### src/rtl/tl_pkg.sv
// tl_pkg: shared types and constants for the traffic intersection controller.
//   tl_state_e   controller phase encoding (also exported on the debug port)
//   LIGHT_*      4-bit per-approach light codes, packed {left, green, yellow, red}
//   active_light served approach's light code for a given phase
// Optional feature macro used by the controller: TL_LEFT_TURN_EN.
package tl_pkg;

  typedef enum logic [2:0] {
    LEFT    = 3'd0,
    GREEN   = 3'd1,
    YELLOW  = 3'd2,
    CLEAR   = 3'd3,
    EYEL    = 3'd4,
    ALLSTOP = 3'd5
  } tl_state_e;

  localparam logic [3:0] LIGHT_LEFT   = 4'b1001;
  localparam logic [3:0] LIGHT_GREEN  = 4'b0100;
  localparam logic [3:0] LIGHT_YELLOW = 4'b0010;
  localparam logic [3:0] LIGHT_RED    = 4'b0001;

  // Light shown by the served approach. CLEAR and ALLSTOP keep every approach red.
  function automatic logic [3:0] active_light(input tl_state_e s);
    logic [3:0] code;
    case (s)
      LEFT:         code = LIGHT_LEFT;
      GREEN:        code = LIGHT_GREEN;
      YELLOW, EYEL: code = LIGHT_YELLOW;
      default:      code = LIGHT_RED;
    endcase
    return code;
  endfunction

endpackage

### src/rtl/tl_phase_timer.sv
// tl_phase_timer: phase-length counter for the intersection controller.
//   clk, rst_n  clock, asynchronous active-low reset
//   clear_i     restart the count at 0 on the next edge (phase change)
//   last_i      phase length minus one; taking length-1 lets a phase of
//               length 2**CW fit in a CW-bit counter
//   sat_i       hold at last_i instead of wrapping
//   done_o      high while count == last_i (final cycle of the phase)
module tl_phase_timer #(
  parameter int CW = 5
) (
  input  logic          clk,
  input  logic          rst_n,
  input  logic          clear_i,
  input  logic [CW-1:0] last_i,
  input  logic          sat_i,
  output logic          done_o
);

  logic [CW-1:0] count_q;
  logic [CW-1:0] count_d;

  assign done_o = (count_q == last_i);

  always_comb begin
    count_d = count_q + CW'(1);
    if (clear_i) begin
      count_d = '0;
    end else if (done_o) begin
      count_d = sat_i ? count_q : '0;
    end
  end

  always_ff @(posedge clk or negedge rst_n) begin
    if (!rst_n) begin
      count_q <= '0;
    end else begin
      count_q <= count_d;
    end
  end

endmodule

### src/rtl/traffic_intersection.sv
// traffic_intersection: single FSM serving N_APPR approaches round-robin,
// with an all-red clearance between approaches and an emergency all-stop.
//   clk        clock, rising edge
//   rst_n      asynchronous active-low reset
//   emergency  all-stop request, sampled at posedge clk
//   out        per-approach lights, approach i on [4i+3:4i], {left,green,yellow,red}
//   active     approach currently served
//   allstop    high while in ALLSTOP
//   state_dbg  current controller phase (for checkers)
// Macro TL_LEFT_TURN_EN: when defined each service starts with a LEFT phase;
// when undefined service starts at GREEN and T_LEFT is not used.
// Handshake: none; emergency is a level request. A single-cycle pulse is
// enough, since every entry path ends in ALLSTOP without needing it again.
module traffic_intersection
  import tl_pkg::*;
#(
  parameter int N_APPR      = 2,
  parameter int START_APPR  = 0,
  parameter int T_LEFT      = 5,
  parameter int T_GREEN     = 10,
  parameter int T_YELLOW    = 3,
  parameter int T_CLEAR     = 1,
  parameter int T_EMERG_MIN = 4,
  parameter int CW          = 5,
  localparam int AW         = (N_APPR > 1) ? $clog2(N_APPR) : 1
) (
  input  logic                  clk,
  input  logic                  rst_n,
  input  logic                  emergency,
  output logic [4*N_APPR-1:0]   out,
  output logic [AW-1:0]         active,
  output logic                  allstop,
  output tl_state_e             state_dbg
);

`ifdef TL_LEFT_TURN_EN
  localparam tl_state_e FIRST_PHASE = LEFT;
`else
  localparam tl_state_e FIRST_PHASE = GREEN;
`endif

  tl_state_e     state_q, state_d;
  logic [AW-1:0] active_q, active_d;
  logic          emerg_pend_q, emerg_pend_d;

  logic [CW-1:0] last;
  logic          done;
  logic          timer_clear;

  // Length of the phase currently running (minus one).
  always_comb begin
    case (state_q)
      LEFT:         last = CW'(T_LEFT - 1);
      GREEN:        last = CW'(T_GREEN - 1);
      YELLOW, EYEL: last = CW'(T_YELLOW - 1);
      CLEAR:        last = CW'(T_CLEAR - 1);
      ALLSTOP:      last = CW'(T_EMERG_MIN - 1);
      default:      last = '0;
    endcase
  end

  // Every phase change restarts the count from 0.
  assign timer_clear = (state_d != state_q);

  tl_phase_timer #(
    .CW (CW)
  ) u_timer (
    .clk     (clk),
    .rst_n   (rst_n),
    .clear_i (timer_clear),
    .last_i  (last),
    .sat_i   (state_q == ALLSTOP),
    .done_o  (done)
  );

  always_comb begin
    state_d      = state_q;
    active_d     = active_q;
    emerg_pend_d = 1'b0;
    case (state_q)
`ifdef TL_LEFT_TURN_EN
      LEFT: begin
        if (emergency)  state_d = EYEL;
        else if (done)  state_d = GREEN;
      end
`endif
      GREEN: begin
        if (emergency)  state_d = EYEL;
        else if (done)  state_d = YELLOW;
      end
      YELLOW: begin
        // Yellow is already the stopping aspect: let it run out, but remember
        // any request seen along the way so it ends in ALLSTOP.
        if (done) begin
          state_d = (emergency || emerg_pend_q) ? ALLSTOP : CLEAR;
        end else begin
          emerg_pend_d = emerg_pend_q | emergency;
        end
      end
      CLEAR: begin
        if (emergency) begin
          state_d = ALLSTOP;
        end else if (done) begin
          state_d  = FIRST_PHASE;
          active_d = (active_q == AW'(N_APPR - 1)) ? '0 : active_q + AW'(1);
        end
      end
      EYEL: begin
        if (done) state_d = ALLSTOP;
      end
      ALLSTOP: begin
        // The timer saturates here, so done stays high once the minimum
        // hold has elapsed and release waits only on emergency.
        if (done && !emergency) state_d = CLEAR;
      end
      default: begin
        state_d = CLEAR;
      end
    endcase
  end

  always_ff @(posedge clk or negedge rst_n) begin
    if (!rst_n) begin
      state_q      <= FIRST_PHASE;
      active_q     <= AW'(START_APPR);
      emerg_pend_q <= 1'b0;
    end else begin
      state_q      <= state_d;
      active_q     <= active_d;
      emerg_pend_q <= emerg_pend_d;
    end
  end

  // Outputs decode from registers only.
  always_comb begin
    out = '0;
    for (int i = 0; i < N_APPR; i++) begin
      out[4*i +: 4] = (active_q == AW'(i)) ? active_light(state_q) : LIGHT_RED;
    end
  end

  assign active    = active_q;
  assign allstop   = (state_q == ALLSTOP);
  assign state_dbg = state_q;

endmodule

### config.mk
export PLATFORM = sky130hd
export DESIGN_NAME = traffic_intersection
export DESIGN_NICKNAME = d
export VERILOG_FILES = /design/src/rtl/tl_pkg.sv /design/src/rtl/tl_phase_timer.sv /design/src/rtl/traffic_intersection.sv
export SDC_FILE = /design/constraint.sdc
export NUM_CORES = 1
export LEC_CHECK = 0
export CAP_MARGIN = 20
export CORE_AREA = 2 2 55 57
export CTS_CLUSTER_DIAMETER = 60
export DETAILED_ROUTE_END_ITERATION = 8
export DIE_AREA = 0 0 57 59
export PLACE_DENSITY = 0.53
export SLEW_MARGIN = 10
export SYNTH_ARGS = -nofsm -noshare
export SYNTH_HDL_FRONTEND = slang
export SYNTH_HIERARCHICAL = 1
export SYNTH_SLANG_ARGS = --single-unit
### constraint.sdc
create_clock -name clk -period 2.4 [get_ports clk]
set_clock_uncertainty 0.15 [all_clocks]
set_input_delay 0.24 -clock clk [delete_from_list [all_inputs] [get_ports clk]]
set_output_delay 0.24 -clock clk [all_outputs]
set_load 0.01 [all_outputs]
==> impl_metrics.tcl, run 1 <==
set metrics [dict create \
    status "completed" \
    syn_area_per_cell_um2 8.359 \
    cp-start-kind "register" \
    ioPinCount 16 \
    cp_max_fo 10 \
    drv_cap 0 \
    cts_root_buf "clkbuf_4" \
    synth_edf_count 0 \
    place_inst 139 \
    hold_buffers 0 \
    numCtsBuffers 3 \
    powerDensity_mw_per_mm2 1346 \
    synth_flop_cell "dfrtp_1" \
    wl_per_cell_um 12.45 \
    drc 0 \
    hold_path_class "in -> async" \
    drt_iter0_markers 8 \
    ir_drop_v 0.0004286 \
    cp_data_required_time_ns 2.01 \
    post_cts_resized 0 \
    regToRegSetupSlack_ns 0.25 \
    synth-seq-cells 10 \
    rsz0062_at_grt "no" \
    cts_tree "built" \
    ys_top_cells_by_count "dfrtp_1 (9), nor2_1 (9), a21oi_1 (7)" \
    diodes 0 \
    yosys_warnings 6 \
    rows 19 \
    clkTransAtPathRegs_ns 0.07 \
    initial_core_util_pct 28.99 \
    finalSetupTns_ns 0 \
    cp-end-kind "output port" \
    grt_max_degree 11 \
    die_width_um 57 \
    grt_overflow 0 \
    leakage_uw 0.0004200 \
    yosysSeqAreaShare_pct 32.01 \
    die_area_mm2 0.003363 \
    clk_latency_ns 0.26 \
    syn_nets 98 \
    num_vias 724 \
    cp_slowest_cell "dfstp_2" \
    htreeDepth 1 \
    antenna_found_initial 0 \
    cts_setup_buffers 0 \
    clock.fmax_ghz 0.4374 \
    routed_wl_mm 1.780 \
    area_delta_synth_final_pct 28.98 \
    setup_viol 0 \
    numClockSinks 10 \
    grt_first_pass_wirelength_mm 2.808 \
    post_synth_inst_count 94 \
    fin_crit_ns 2.286 \
    slew_viol_final 0 \
    synthArstFlopShare_pct 100.0 \
    chipHeight_um 59 \
    fill_cells 292 \
    holdWs_ns 0.1554 \
    port_buffers 15 \
    synth_area_um2 785.8 \
    drive_gt1_share_pct 17.86 \
    fp.coreArea_mm2 0.002710 \
    grt_pass1_vias 635 \
    crit_arrival_ns 1.90 \
    synth_top_area_share_pct 28.66 \
    yosys.area.top_type "dfrtp_1" \
    crit_chain "buf_4 > xnor2_1 > o22ai_1 > nand2_1 > clkdlybuf4s50_1" \
    critPathKind "reg -> out" \
    slowest_delay_ns 0.60 \
    clk_path_buf_depth 2 \
    vias_per_cell 5.063 \
    finalNonFillerCells 143 \
    place.gp.congestion 0.7911 \
    synthTopCellsByArea "dfrtp_1 (29%), xnor2_1 (6.7%), and2_1 (4.8%)" \
    hold_viol_final 0 \
    nets 117 \
    fin_crit_sh_pct 95.27 \
    ant_nets 0 \
    dpl.hpwl_mm 1.372 \
    dr.pass1.iters 4 \
    grt_use_total_pct 11.08 \
    synth_cell_types 38 \
    worst_r2r_path_depth 9 \
]
==> area by class of cell <==
class                   instances  area, um2  share of cell area [%]
flip-flops and latches         10      252.7                   24.94
inverters                       1      3.754                  0.3704
clock buffers                   4      36.28                   3.580
multi-input cells              76      486.7                   48.02
well taps                      31      38.79                   3.827
repair buffers                 21      195.2                   19.26
==> metal layers <==
layer / GRT usage [%] / vias to the layer above / wire, um
met5: 0 / - / 0
met4: 7.973 / 0 / 27
met3: 2.183 / 2 / 50
met2: 17.41 / 11 / 852
met1: 13.61 / 341 / 849
li1: - / 370 / -
==> state kept, by name (all words and copies together), names as in the netlist <==
register / count
active: 1
u_timer/count_q: 5
emerg_pend_q: 1
state_dbg: 3
==> critical path, delay by kind of cell, from the launching register on <==
family | cells | cell delay (ns)
DFF | 1 | 0.60
buffers and inverters | 2 | 0.73
xor gates and xnor gates | 1 | 0.12
and+or+nand+nor | 1 | 0.07
AOI/OAI and AO/OA | 1 | 0.10
==> through the flow <==
stage | area (um2) | setup slack, ns | power [uW] | utilization, %
2_1_floorplan | 785.8 | 0.1077 | 917.9 | -
3_3_place_gp | 974.7 | 0.2688 | 1205 | 35.96
3_5_place_dp | 974.7 | 0.2630 | 1206 | 35.96
4_1_cts | 1011 | 0.03026 | 1373 | 37.30
5_1_grt | 1013 | 0.0005773 | 1475 | 37.40
6_report | 1013 | 0.1135 | 1364 | 37.40
==> report_power, final <==
group          internal [uW]  switching (uW)
Combinational            420             467
Sequential               232            93.3
Clock                   92.1            59.2
Total                    744             620
==> placed cells by master, fill, tap and decap left out, types with 3 or more instances in the layout <==
| master | count |
|---|---|
| a21oi_1 | 7 |
| and2_1 | 5 |
| buf_4 | 6 |
| clkbuf_4 | 3 |
| clkdlybuf4s50_1 | 15 |
| dfrtp_1 | 8 |
| nand2b_1 | 5 |
| nand3_1 | 3 |
| nand4_1 | 5 |
| nor2_1 | 9 |
| nor3_1 | 3 |
| o21ai_0 | 5 |
| o22ai_1 | 3 |
| xnor2_1 | 6 |
==> path summary, 6_finish.rpt <==
| check | start | end |
|---|---|---|
| worst min register to register | emerg_pend_q$_DFF_PN0_ | emerg_pend_q$_DFF_PN0_ |
| worst max-delay path | state_dbg[0]$_DFF_PN1_ | out[4] |
| worst max register to register | state_dbg[0]$_DFF_PN1_ | u_timer/count_q[4]$_DFFE_PN0P_ |
| min in group clk | emerg_pend_q$_DFF_PN0_ | emerg_pend_q$_DFF_PN0_ |
| max in group asynchronous | rst_n | state_dbg[2]$_DFF_PN0_ |
| worst min-delay path | rst_n | emerg_pend_q$_DFF_PN0_ |
==> logic make-up after synthesis <==
logic type               count (synthesis)  synth area share [%]
AND/OR/NAND/NOR                         43                 31.69
adder cells (fa/ha/maj)                  1                 1.592
AO/OA/AOI/OAI                           23                 19.11
XOR/XNOR                                 8                 8.918
flip-flops                              10                 32.01
buffers and inverters                    8                 6.208
other                                    1                0.4772
Power figures use the tool's default switching activity.
==> inputs of run 2 (changes only) <==
--- a/config.mk
+++ b/config.mk
@@ -6,11 +6,11 @@
 export NUM_CORES = 1
 export LEC_CHECK = 0
 export CAP_MARGIN = 20
-export CORE_AREA = 2 2 55 57
+export CORE_AREA = 2 2 44 46
 export CTS_CLUSTER_DIAMETER = 60
 export DETAILED_ROUTE_END_ITERATION = 8
-export DIE_AREA = 0 0 57 59
-export PLACE_DENSITY = 0.53
+export DIE_AREA = 0 0 46 48
+export PLACE_DENSITY = 0.76
 export SLEW_MARGIN = 10
 export SYNTH_ARGS = -nofsm -noshare
 export SYNTH_HDL_FRONTEND = slang
==> impl_metrics.tcl, run 2 (synthesis results as in run 1) <==
set metrics [dict create \
    status "completed" \
    fin_crit_sh_pct 94.44 \
    largest_reg_flops 5 \
    routed_wl_mm 1.721 \
    initial_core_util_pct 46.52 \
    grt_first_pass_wirelength_mm 3.049 \
    clkTransAtPathRegs_ns 0.07 \
    dr.pass1.iters 4 \
    drt_iter0_markers 27 \
    vias_per_cell 5.721 \
    crit_arrival_ns 1.88 \
    cts_tree "built" \
    clk_latency_ns 0.26 \
    r2r_start "state_dbg[0]$_DFF_PN1_" \
    dpl.hpwl_mm 1.342 \
    finalSetupTns_ns 0 \
    top_register "u_timer/count_q" \
    final_common_cell "clkdlybuf4s50_1" \
    chipHeight_um 48 \
    holdWs_ns 0.1429 \
    fp.coreArea_mm2 0.001689 \
    setup_viol 0 \
    hold_buffers 0 \
    powerDensity_mw_per_mm2 1378 \
    cp-start-kind "register" \
    layout_common_cells "clkdlybuf4s50_1 (15), nor2_1 (8), dfrtp_1 (8)" \
    grt_max_degree 13 \
    cp_data_required_time_ns 2.01 \
    cp_slowest_cell "clkdlybuf4s50_1" \
    ant_nets 0 \
    wl_per_cell_um 13.34 \
    cp_max_fo 7 \
    ir_drop_v 0.0006013 \
    worst_r2r_path_depth 9 \
    finalNonFillerCells 129 \
    area_delta_synth_final_pct 27.55 \
    cp-end-kind "output port" \
    ioPinCount 16 \
    numClockSinks 10 \
    antenna_found_initial 0 \
    drv_cap 0 \
    place.gp.congestion 0.8305 \
    place_inst 124 \
    numCtsBuffers 3 \
    regToRegSetupSlack_ns 0.29 \
    drive_gt1_share_pct 19.64 \
    rsz0062_at_grt "no" \
    die_area_mm2 0.002208 \
    crit_chain "nand2b_1 > buf_4 > a21oi_1 > nor2b_1 > clkdlybuf4s50_1" \
    critPathKind "reg -> out" \
    grt_overflow 0 \
    register_area_um2 252.7 \
    drc 0 \
    fin_crit_ns 2.267 \
    htreeDepth 1 \
    hold_viol_final 0 \
    clock.fmax_ghz 0.4412 \
    die_width_um 46 \
    slew_viol_final 0 \
    leakage_uw 0.0004197 \
    hold_path_class "in -> async" \
    grt_pass1_vias 682 \
    pre_cts_slack_ns 0.1388 \
    worst_slack_ns 0.1334 \
    rows 15 \
    port_buffers 15 \
    cts_root_buf "clkbuf_4" \
    diodes 0 \
    slowest_delay_ns 0.54 \
    grt_use_total_pct 19.26 \
    reg2reg_to "active$_DFFE_PN0P_" \
    num_vias 738 \
    finalCoreUtilization_pct 59.33 \
    clk_path_buf_depth 2 \
    nets 117 \
    multiInputGateArea_um2 493.0 \
    fill_cells 140 \
]
[run 2: cell type report]
| cell class | instances | share of cell area, % |
|---|---|---|
| multi-input cells | 76 | 49.19 |
| flip-flops and latches | 10 | 25.22 |
| repair buffers | 21 | 19.48 |
| clock buffers | 4 | 3.620 |
| well taps | 17 | 2.122 |
| inverters | 1 | 0.3745 |
[run 2: worst max path at each step]
stage                                endpoint  cells past startpoint  slack, ns                    from
2_1_floorplan          state_dbg[2]$_DFF_PN0_                      9       0.11  state_dbg[1]$_DFF_PN0_
3_3_place_gp               active$_DFFE_PN0P_                      9       0.24  state_dbg[0]$_DFF_PN1_
3_5_place_dp   u_timer/count_q[3]$_DFFE_PN0P_                      8       0.14  state_dbg[0]$_DFF_PN1_
4_1_cts                               allstop                      4       0.02  state_dbg[0]$_DFF_PN1_
5_1_grt                                out[1]                      5       0.03  state_dbg[2]$_DFF_PN0_
6_report                               out[1]                      5       0.13  state_dbg[2]$_DFF_PN0_
[run 2: through the flow]
stage,power (uW),cell area (um2)
finish,1381,1002
global route,1500,1002
CTS,1358,985.9
detailed placement,1201,949.7
global placement,1172,949.7
floorplan,917.9,785.8
[run 2: critical path, delay by kind of cell, from the launching register on]
family          cells  cell delay [ns]
compound gates      1             0.15
buf+inv             2             0.70
flops               1             0.45
simple gates        2             0.31
[run 2: timing repair]
item | 4_1_cts | 5_1_grt
buffers inserted | 0 | 1
gates resized for setup | 0 | 5
endpoints found under the setup margin | 0 | 10
[run 2: report_power, final]
part	switching, uW	internal [uW]	leakage, uW	total, uW
clock network	57.3	92.0	0.0000210	149
logic	489	422	0.000272	912
registers	88.3	231	0.000126	320
[run 2: routing by layer]
layer / vias up / wire length [um] / global-route usage (%)
li1: 371 / - / -
met1: 344 / 784 / 27.46
met2: 21 / 834 / 29.17
met3: 2 / 75 / 0
met4: 0 / 27 / 12.00
met5: - / 0 / 0
